--- src/rtl/fb_pkg.sv ---
// rtl/fb_pkg.sv - shared constants and FSM state type for the feedback gain/gate stage
// Contents:
//   FB_GAIN_FRAC : default number of fractional gain bits (Q2.14)
//   FB_DAC_W     : kicker DAC word width, shared with the DAC interface
//   fb_state_t   : window FSM state encoding
package fb_pkg;

    localparam int FB_GAIN_FRAC = 14;
    localparam int FB_DAC_W     = 14;

    typedef enum logic [1:0] {
        ST_IDLE   = 2'd0,
        ST_WAIT   = 2'd1,
        ST_ACTIVE = 2'd2,
        ST_FLUSH  = 2'd3
    } fb_state_t;

endpackage

--- src/rtl/fb_gain_gate_if.sv ---
// rtl/fb_gain_gate_if.sv - control, sample and output bundle of the feedback gain/gate stage
// Signals:
//   enable, trig            : arm and beam trigger
//   start_dly, win_len      : window placement (cycles) and length (samples)
//   gain, din               : Q2.14 gain and signed delayed sample
//   dout, active, done      : gated DAC word, window gate, completion pulse
//   sat_flag                : sticky saturation indicator
// Modports: master drives the controls/samples, slave is the gain/gate stage.
interface fb_gain_gate_if
    import fb_pkg::*;
#(
    parameter int OUT_W = FB_DAC_W
) ();

    logic                    enable;
    logic                    trig;
    logic [7:0]              start_dly;
    logic [7:0]              win_len;
    logic signed [15:0]      gain;
    logic signed [15:0]      din;
    logic signed [OUT_W-1:0] dout;
    logic                    active;
    logic                    done;
    logic                    sat_flag;

    modport master (
        output enable, trig, start_dly, win_len, gain, din,
        input  dout, active, done, sat_flag
    );

    modport slave (
        input  enable, trig, start_dly, win_len, gain, din,
        output dout, active, done, sat_flag
    );

endinterface

--- src/rtl/fb_round_sat.sv ---
// rtl/fb_round_sat.sv - combinational round-half-up and clamp of a fixed-point product
// Ports:
//   i_p   in  32        signed product with GAIN_FRAC fractional bits
//   o_q   out OUT_W     rounded, clamped signed result
//   o_ovf out 1         high when the rounded value was clamped
module fb_round_sat #(
    parameter int OUT_W     = 14,
    parameter int GAIN_FRAC = 14
) (
    input  logic signed [31:0]      i_p,
    output logic signed [OUT_W-1:0] o_q,
    output logic                    o_ovf
);

    // One extra bit so adding the rounding constant can never wrap.
    localparam logic signed [32:0] RND  = 33'sd1 <<< (GAIN_FRAC - 1);
    localparam logic signed [32:0] MAXV = (33'sd1 <<< (OUT_W - 1)) - 33'sd1;
    localparam logic signed [32:0] MINV = -(33'sd1 <<< (OUT_W - 1));

    logic signed [32:0] w_sum;
    logic signed [32:0] w_r;

    always_comb begin
        w_sum = {i_p[31], i_p} + RND;
        w_r   = w_sum >>> GAIN_FRAC;
        if (w_r > MAXV) begin
            o_q   = MAXV[OUT_W-1:0];
            o_ovf = 1'b1;
        end else if (w_r < MINV) begin
            o_q   = MINV[OUT_W-1:0];
            o_ovf = 1'b1;
        end else begin
            o_q   = w_r[OUT_W-1:0];
            o_ovf = 1'b0;
        end
    end

endmodule

--- src/rtl/fb_gain_gate.sv ---
// rtl/fb_gain_gate.sv - trigger-windowed gain, round/saturate and gate for the kicker DAC word
// Ports:
//   clk    in  1   system clock
//   rst_n  in  1   asynchronous active-low reset
//   bus    slave   fb_gain_gate_if: enable, trig, start_dly, win_len, gain, din in;
//                  dout, active, done, sat_flag out
// Data path is two registers deep: stage 1 holds product and gate, stage 2 holds
// the rounded/clamped/gated word.
module fb_gain_gate
    import fb_pkg::*;
#(
    parameter int OUT_W     = FB_DAC_W,
    parameter int GAIN_FRAC = FB_GAIN_FRAC
) (
    input  logic          clk,
    input  logic          rst_n,
    fb_gain_gate_if.slave bus
);

    fb_state_t               r_state;
    logic [7:0]              r_cnt;
    logic [7:0]              r_win_len;
    logic signed [15:0]      r_gain;
    logic                    r_trig_d;
    logic                    r_done;

    logic signed [31:0]      r_prod;
    logic                    r_gate1;
    logic signed [OUT_W-1:0] r_dout;
    logic                    r_active;
    logic                    r_sat;

    logic                    w_accept;
    logic                    w_gate_en;
    logic signed [OUT_W-1:0] w_clamped;
    logic                    w_ovf;

    // The done cycle itself is still treated as busy, so the earliest new
    // window starts the cycle after done.
    assign w_accept  = bus.trig && !r_trig_d && bus.enable &&
                       (r_state == ST_IDLE) && !r_done;
    assign w_gate_en = (r_state == ST_ACTIVE);

    always_ff @(posedge clk or negedge rst_n) begin
        if (!rst_n) begin
            r_state   <= ST_IDLE;
            r_cnt     <= 8'd0;
            r_win_len <= 8'd0;
            r_gain    <= 16'sd0;
            r_trig_d  <= 1'b0;
            r_done    <= 1'b0;
        end else begin
            r_trig_d <= bus.trig;
            r_done   <= 1'b0;
            if (r_state != ST_IDLE && !bus.enable) begin
                // Abort: no done pulse; samples already in the pipe drain on their own.
                r_state <= ST_IDLE;
            end else begin
                case (r_state)
                    ST_IDLE: begin
                        if (w_accept) begin
                            r_gain    <= bus.gain;
                            r_win_len <= bus.win_len;
                            if (bus.start_dly != 8'd0) begin
                                r_state <= ST_WAIT;
                                r_cnt   <= bus.start_dly;
                            end else if (bus.win_len != 8'd0) begin
                                r_state <= ST_ACTIVE;
                                r_cnt   <= bus.win_len;
                            end else begin
                                r_state <= ST_FLUSH;
                                r_cnt   <= 8'd2;
                            end
                        end
                    end
                    ST_WAIT: begin
                        if (r_cnt == 8'd1) begin
                            if (r_win_len != 8'd0) begin
                                r_state <= ST_ACTIVE;
                                r_cnt   <= r_win_len;
                            end else begin
                                r_state <= ST_FLUSH;
                                r_cnt   <= 8'd2;
                            end
                        end else begin
                            r_cnt <= r_cnt - 8'd1;
                        end
                    end
                    ST_ACTIVE: begin
                        if (r_cnt == 8'd1) begin
                            r_state <= ST_FLUSH;
                            r_cnt   <= 8'd2;
                        end else begin
                            r_cnt <= r_cnt - 8'd1;
                        end
                    end
                    ST_FLUSH: begin
                        if (r_cnt == 8'd1) begin
                            r_state <= ST_IDLE;
                            r_done  <= 1'b1;
                        end else begin
                            r_cnt <= r_cnt - 8'd1;
                        end
                    end
                    default: r_state <= ST_IDLE;
                endcase
            end
        end
    end

    fb_round_sat #(
        .OUT_W     (OUT_W),
        .GAIN_FRAC (GAIN_FRAC)
    ) u_round_sat (
        .i_p   (r_prod),
        .o_q   (w_clamped),
        .o_ovf (w_ovf)
    );

    always_ff @(posedge clk or negedge rst_n) begin
        if (!rst_n) begin
            r_prod   <= 32'sd0;
            r_gate1  <= 1'b0;
            r_dout   <= '0;
            r_active <= 1'b0;
            r_sat    <= 1'b0;
        end else begin
            r_prod   <= $signed({{16{bus.din[15]}}, bus.din}) *
                        $signed({{16{r_gain[15]}}, r_gain});
            r_gate1  <= w_gate_en;
            r_dout   <= r_gate1 ? w_clamped : '0;
            r_active <= r_gate1;
            // Clear has priority: no gated sample belongs to the new window yet.
            if (w_accept) begin
                r_sat <= 1'b0;
            end else if (r_gate1 && w_ovf) begin
                r_sat <= 1'b1;
            end
        end
    end

    assign bus.dout     = r_dout;
    assign bus.active   = r_active;
    assign bus.done     = r_done;
    assign bus.sat_flag = r_sat;

endmodule

--- src/flat_wrapper.sv ---
// flat-port wrapper written by rule: the top's interface ports become plain ports
module fb_gain_gate_flat import fb_pkg::*;
#(
    parameter int OUT_W     = FB_DAC_W,
    parameter int GAIN_FRAC = FB_GAIN_FRAC
)
  (clk, rst_n, bus_enable, bus_trig, bus_start_dly, bus_win_len, bus_gain, bus_din, bus_dout, bus_active, bus_done, bus_sat_flag);
  fb_gain_gate_if #(.OUT_W(OUT_W)) bus_i ();
  input  logic clk;
  input  logic rst_n;
  input wire logic [$bits(bus_i.enable)-1:0] bus_enable;
  input wire logic [$bits(bus_i.trig)-1:0] bus_trig;
  input wire logic [$bits(bus_i.start_dly)-1:0] bus_start_dly;
  input wire logic [$bits(bus_i.win_len)-1:0] bus_win_len;
  input wire logic [$bits(bus_i.gain)-1:0] bus_gain;
  input wire logic [$bits(bus_i.din)-1:0] bus_din;
  output wire logic [$bits(bus_i.dout)-1:0] bus_dout;
  output wire logic [$bits(bus_i.active)-1:0] bus_active;
  output wire logic [$bits(bus_i.done)-1:0] bus_done;
  output wire logic [$bits(bus_i.sat_flag)-1:0] bus_sat_flag;
  assign bus_i.enable = bus_enable;
  assign bus_i.trig = bus_trig;
  assign bus_i.start_dly = bus_start_dly;
  assign bus_i.win_len = bus_win_len;
  assign bus_i.gain = bus_gain;
  assign bus_i.din = bus_din;
  assign bus_dout = bus_i.dout;
  assign bus_active = bus_i.active;
  assign bus_done = bus_i.done;
  assign bus_sat_flag = bus_i.sat_flag;
  fb_gain_gate #(.OUT_W(OUT_W), .GAIN_FRAC(GAIN_FRAC)) u_core (.clk(clk), .rst_n(rst_n), .bus(bus_i));
endmodule
--- config.mk ---
export PLATFORM = sky130hd
export DESIGN_NAME = fb_gain_gate_flat
export DESIGN_NICKNAME = d
export VERILOG_FILES = /design/src/rtl/fb_pkg.sv /design/src/rtl/fb_gain_gate_if.sv /design/src/rtl/fb_round_sat.sv /design/src/rtl/fb_gain_gate.sv /design/src/flat_wrapper.sv
export SDC_FILE = /design/constraint.sdc
export NUM_CORES = 1
export LEC_CHECK = 0
export BUFFER_PORTS_ARGS = -buffer_cell sky130_fd_sc_hd__buf_2
export CAP_MARGIN = 20
export CORE_MARGIN = 5
export CORE_UTILIZATION = 58
export DETAILED_ROUTE_END_ITERATION = 8
export GPL_TIMING_DRIVEN = 0
export PLACE_DENSITY = 0.79
export SLEW_MARGIN = 20
export SYNTH_ARGS = -nofsm -noshare
export SYNTH_HDL_FRONTEND = slang
export SYNTH_SLANG_ARGS = --single-unit
export TNS_END_PERCENT = 5
--- constraint.sdc ---
create_clock -name clk -period 5.8 [get_ports clk]
set_clock_uncertainty 0.1 [all_clocks]
set_input_delay 0.58 -clock clk [delete_from_list [all_inputs] [get_ports clk]]
set_output_delay 0.58 -clock clk [all_outputs]
set_load 0.005 [all_outputs]
==> impl_metrics.csv, run 1 <==
group,metric,value,unit
run_status,outcome,"finished, violations left",
logic_synthesis,ys_seq_area_frac,0.1383,
critical_path,worst_ep_required_time,5940,ps
timing,hold_viol,0,
clock_tree,cts_max_level,3,
critical_path,r2r-start,"u_core.r_gain[2]",
drt,drc_errors,0,
timing,clock.fmax,0.1674,GHz
logic_synthesis,syn-cell-area,13030,um^2
run_status,violations,"negative setup slack",
timing,tns,-711.1,ps
clock_tree,cts_tree,"done",
logic_synthesis,syn_nets,1764,
logic_synthesis,ys_warn_count,0,
timing,maxSlewHeadroom,0.4040,
global_routing,antenna_found_initial,0,
clock_tree,cts_buffers,9,
drt,dr_total_vias,10060,
cells_and_area,drive_gt1_frac,0.1913,
worst_hold_path,hold_class,"in -> async",
clock_tree,clockBufferDepth,2,
timing,maxSlewViolCount,0,
logic_synthesis,postSynth.asyncResetShare,1.000,
die,die_h,159.9,um
logic_synthesis,avgSynthCellArea,9.552,um^2
die,io-pin-count,69,
timing,setup_slack,-174.8,ps
drt,routedWlPerCell,18.98,um
cells_and_area,seqCellArea,1821,um^2
global_routing,first_global_vias,11090,
critical_path,r2r-end,"u_core.r_prod[27]",
critical_path,cp_data_arrival_time,6110,ps
critical_path,max_stage_delay,580,ps
timing,worst_pin_slew,894.0,ps
placed_design,place.gp.congestion,0.9773,
global_routing,grt_start_max_net_pins,50,
placed_design,dp.cells,1713,
logic_synthesis,synth_cell_types,69,
timing,min_period,5975,ps
cells_and_area,num_antenna_cells,0,
cells_and_area,fillers,1650,
drt,drt-pass1-iter-count,5,
logic_synthesis,synth_edf_count,0,
placed_design,io_buffers,68,
logic_synthesis,yosys_most_used_dff,"dfrtp_1",
critical_path,critical_path.endpoint_type,"register",
clock_tree,cts_sinks,72,
drt,wl,33.60,mm
critical_path,r2r_slack,-170,ps
logic_synthesis,synth_top_cell_by_area,"fa_1",
placed_design,dp_hpwl,25.76,mm
clock_tree,cts.clk_slew.worst_paths,70,ps
logic_synthesis,synthCells,1364,
critical_path,cpMaxStageDelayCell,"fa_2",
timing,setup_viol,9,
logic_synthesis,ys_top_cells_by_area,"fa_1, dfrtp_1, inv_1",
cells_and_area,fin_nets,1885,
run,maxCapViolCount,0,
cells_and_area,final_core_util,0.6809,
clock_tree,clock-root-buffer,"clkbuf_16",
global_routing,grt_use_total,0.2728,
cells_and_area,multi_input_area,10130,um^2
die,initial_core_util,0.5933,
logic_synthesis,synth_top_area_frac,0.4010,
critical_path,worst-path-max-fanout,6,
logic_synthesis,synth_seq_cells,72,
die,dieArea,25560,um^2
timing,rsz0062_at_grt,"yes",
drt,ant_nets,0,
drt,drt-vias-per-instance,5.681,
global_routing,grt_pass1_wl,55.24,mm
critical_path,cp_cell_sequence,"clkbuf_8, and2_1, fa_1, inv_2, fa_2, fa_2, inv_2, fa_2, fa_1, inv_2, fa_1, inv_1, ha_2, a211o_1, a21o_1, a22oi_1, o211ai_1, buf_4, o21a_1, o311ai_2",
global_routing,grt_overflow,0,
cells_and_area,syn2layout_area_growth,14.75,%
clock_tree,clkLatencyLatePin,350,ps
drt,drt_iter0_drc,749,
cells_and_area,fin_cells,1770,
timing,fin_crit_sh,1.030,
critical_path,start_kind,"register",
critical_path,rr_worst_depth,20,
critical_path,worstSetupPathType,"reg -> reg",
die,rows,54,
die,die_width,159.9,um
die,core_region_area,21960,um^2
## worst max-delay path, delay by kind of cell, from the launching register on
kind | cells | cell delay [ps]
AOI/OAI and AO/OA | 6 | 1330
adders and majority gates | 7 | 3230
buffers and inverters | 6 | 580
DFF | 1 | 450
and+or+nand+nor | 1 | 160
## cells in the mapped netlist (2+ instances only)
library cell  count
nand3_1          11
nor2b_1           5
dfrtp_1          72
a221oi_1          5
nor2_1           42
nor4_1            6
o2111ai_1         4
o2bb2ai_1         2
a31o_2            2
nand2b_1          8
and4_1            2
or4_1             2
o21ai_1          11
a211o_1           3
xor2_1           15
fa_1            261
a221o_1           2
a21o_1            6
a21oi_1          31
or4_4             2
o21bai_1          2
or3_1             2
o211ai_1          8
xnor2_1          24
ha_1             87
buf_1             2
a22oi_1           2
nand4_1           9
nand3b_1          2
nand2_1         144
nor3_1           10
inv_1           312
clkbuf_1         38
o21ai_0          20
a31oi_1           6
buf_2             2
o211a_1           2
and2_1          124
a211oi_1          5
mux2_2           29
buf_4             2
and3_1            8
o21a_1            6
## layer usage
layer  global-route usage  vias up  wire length [um]
met5                    0        -                 0
met1               0.3256     5083             12220
met3              0.07655      138              2818
met2               0.4565      438             16580
met4               0.1357        0              1985
li1                     -     4397                 -
## final cells by class
class / count / share of cell area
Multi-Input combinational cell: 933 / 0.6775
Sequential cell: 72 / 0.1218
Inverter: 312 / 0.07850
Timing Repair Buffer: 114 / 0.05038
Buffer: 43 / 0.02921
Tap cell: 280 / 0.02343
Clock buffer: 9 / 0.01506
Clock inverter: 7 / 0.004184
## logic make-up after synthesis
group | count (synthesis) | share of synthesized area
simple gates | 384 | 0.1505
buf+inv | 359 | 0.1058
fa+ha+maj | 348 | 0.4846
compound gates | 131 | 0.06703
flops | 72 | 0.1383
xor+xnor | 40 | 0.02795
mux | 30 | 0.02583
## how the worst max path moves through the flow
stage                      startpoint                 to  slack (ps)  cells after the start
floorplan                 bus_din[14]  u_core.r_prod[27]         -40                     19
global placement     u_core.r_gain[9]  u_core.r_prod[31]        -960                     19
detailed placement        bus_din[13]  u_core.r_prod[31]        -990                     19
CTS                 u_core.r_gain[10]  u_core.r_prod[27]          -7                     19
global route         u_core.r_gain[1]  u_core.r_prod[27]        -290                     21
finish               u_core.r_gain[2]  u_core.r_prod[27]        -170                     20
## stage by stage
step                      setup WS (ps)  cell area, um^2  hold slack, ps
after floorplan                  -42.38            13060           184.4
after global routing             -286.9            14950           65.95
after CTS                        -7.061            14710           54.74
after detailed placement         -990.1            13780           359.6
after global placement           -959.8            13750           361.0
final                            -174.8            14950           46.47
## registers in the layout (all words and copies together), names as in the netlist
signal and count:
u_core.r_win_len 8, u_core.r_gain 16, u_core.bus.sat_flag 1, u_core.r_cnt 8, u_core.r_gate1 1, u_core.bus.active 1
u_core.bus.dout 14, u_core.r_state 2, u_core.r_prod 19, u_core.bus.done 1, u_core.r_trig_d 1
## timing repair
item / 4_1_cts / 5_1_grt
hold buffers: 0 / 0
resized for setup: 132 / 46
setup endpoints to repair: 19 / 16
buffers inserted: 33 / 12
pin swaps: 26 / 39
gates cloned: 0 / 0
## cell usage in the layout, fill, tap and decap left out, types with 8 or more instances in the layout
master     instances
a21oi_1           29
and2_1           121
and3_1             8
buf_2             68
buf_4             45
buf_8              9
clkbuf_16          9
clkbuf_8          12
dfrtp_1           57
dfrtp_2           15
fa_1             244
fa_2              17
ha_1              76
inv_1            304
mux2_2            29
nand2_1          140
nand2b_1           8
nand3_1           10
nand4_1            9
nor2_1            40
nor3_1             9
o211ai_1           8
o21ai_0           17
o21ai_1           12
xnor2_1           24
xor2_1            15
Power of run 1 is not shown: default switching activity piles up to over one toggle a cycle in this logic, so the estimate is an artifact.
==> inputs of run 2 (changes only) <==
SKIP_CTS_REPAIR_TIMING = 1   (was not set)
==> impl_metrics.csv, run 2 (synthesized netlist as in run 1, its figures left out) <==
group,metric,value,unit
cells_and_area,final_area,15050,um^2
timing,clock.fmax,0.1669,GHz
drt,drt-vias-per-instance,5.720,
critical_path,cpMaxStageDelayCell,"fa_1",
critical_path,critPathBufInv,6,
clock_tree,cts_buffers,9,
timing,setup_viol,7,
drt,routedWlPerCell,18.91,um
global_routing,grt_pass1_wl,52.25,mm
global_routing,antenna_found_initial,0,
drt,drt_iter0_drc,891,
critical_path,worst_ep_required_time,5940,ps
cells_and_area,multi_input_area,10200,um^2
cells_and_area,fin_nets,1892,
cells_and_area,fillers,1583,
timing,maxSlewViolCount,0,
drt,drt-pass1-iter-count,5,
cells_and_area,drive_gt1_frac,0.2017,
placed_design,dpl-instance-area,13780,um^2
critical_path,r2r-end,"u_core.r_prod[27]",
timing,hold_viol,0,
timing,rsz0062_at_grt,"yes",
run,maxCapViolCount,0,
clock_tree,cts_max_level,3,
die,die_width,159.9,um
run_status,violations,"negative setup slack",
timing,worst_pin_slew,914.4,ps
critical_path,r2r-start,"u_core.r_gain[6]",
timing,min_period,5993,ps
critical_path,worstSetupPathType,"reg -> reg",
cells_and_area,layout_common_cells,"inv_1, fa_1, nand2_1",
timing,setup_slack,-193.0,ps
timing,maxSlewHeadroom,0.3904,
timing,fin_crit_sh,1.033,
drt,ant_nets,0,
clock_tree,clkLatencyLatePin,350,ps
die,core_region_area,21960,um^2
clock_tree,cts_sinks,72,
critical_path,critical_path.endpoint_type,"register",
clock_tree,clock-root-buffer,"clkbuf_16",
cells_and_area,layout_commonest_cell,"inv_1",
die,dieArea,25560,um^2
worst_hold_path,hold_class,"in -> async",
die,initial_core_util,0.5933,
global_routing,first_global_vias,10660,
cells_and_area,seqCellArea,1821,um^2
cells_and_area,num_antenna_cells,0,
placed_design,place.gp.congestion,0.9773,
cells_and_area,largest_register_ff_count,19,
run_status,outcome,"finished, violations left",
critical_path,max_stage_delay,580,ps
placed_design,dp_hpwl,25.76,mm
placed_design,io_buffers,68,
critical_path,cp_data_arrival_time,6130,ps
die,die_h,159.9,um
drt,drc_errors,0,
clock_tree,clockBufferDepth,2,
critical_path,rr_worst_depth,20,
clock_tree,cts.clk_slew.worst_paths,70,ps
cells_and_area,top_register,"u_core.r_prod",
die,rows,54,
global_routing,grt_start_max_net_pins,50,
critical_path,cp_cell_sequence,"buf_8, and2_4, fa_1, inv_2, fa_1, fa_2, inv_2, fa_2, fa_1, inv_2, fa_1, inv_2, ha_4, a211o_1, a21o_1, a22oi_1, o211ai_1, buf_4, o21a_1, o311ai_2",
drt,wl,33.60,mm
global_routing,grt_overflow,0,
critical_path,r2r_slack,-190,ps
critical_path,worst-path-max-fanout,7,
die,io-pin-count,69,
drt,dr_total_vias,10160,
critical_path,start_kind,"register",
cells_and_area,syn2layout_area_growth,15.54,%
clock_tree,cts_tree,"done",
global_routing,grt_use_total,0.2560,
critical_path,crit_family,"adder cells",
## run 2: cell count changes in the layout (fill, tap and decap cells not counted), moves of 4 or more
| cell | delta |
|---|---|
| clkbuf_8 | -11 |
| buf_4 | +4 |
| inv_1 | -6 |
| buf_6 | +11 |
| ha_4 | +4 |
| inv_2 | +6 |
## run 2: worst max path at each step
stage | startpoint | end | slack, ps | cells past startpoint
after floorplan | bus_din[14] | u_core.r_prod[27] | -40 | 19
after global placement | u_core.r_gain[9] | u_core.r_prod[31] | -960 | 19
after detailed placement | bus_din[13] | u_core.r_prod[31] | -990 | 19
after CTS | u_core.r_gain[9] | u_core.r_prod[31] | -1020 | 19
after global routing | u_core.r_gain[7] | u_core.r_prod[27] | -340 | 20
final | u_core.r_gain[6] | u_core.r_prod[27] | -190 | 20
## run 2: area by class of cell
| type | count | share of cell area |
|---|---|---|
| Multi-Input combinational cell | 933 | 0.6774 |
| Sequential cell | 72 | 0.1209 |
| Inverter | 312 | 0.07797 |
| Timing Repair Buffer | 120 | 0.05536 |
| Buffer | 44 | 0.02593 |
| Tap cell | 280 | 0.02327 |
| Clock buffer | 9 | 0.01496 |
| Clock inverter | 7 | 0.004156 |
## run 2: stage by stage
stage / cells / util / worst slack (ps) / hold slack, ps / setup TNS [ps]
after floorplan: 1364 / - / -42.38 / 184.4 / -77.90
after global placement: 1712 / 0.6260 / -959.8 / 361.0 / -13040
after detailed placement: 1713 / 0.6274 / -990.1 / 359.6 / -13590
after CTS: 1729 / 0.6405 / -1017 / 54.97 / -12790
after global routing: 1777 / 0.6855 / -337.5 / 69.39 / -2223
final: 1777 / 0.6855 / -193.0 / 47.66 / -621.4
## run 2: routing by layer
| metal | global-route usage | up-vias | wire, um |
|---|---|---|---|
| met5 | 0 | - | 0 |
| met4 | 0.1083 | 0 | 1476 |
| met3 | 0.04407 | 109 | 2380 |
| met2 | 0.4390 | 472 | 17360 |
| met1 | 0.3227 | 5174 | 12390 |
| li1 | - | 4409 | - |
Power of run 2 is left out for the same reason.
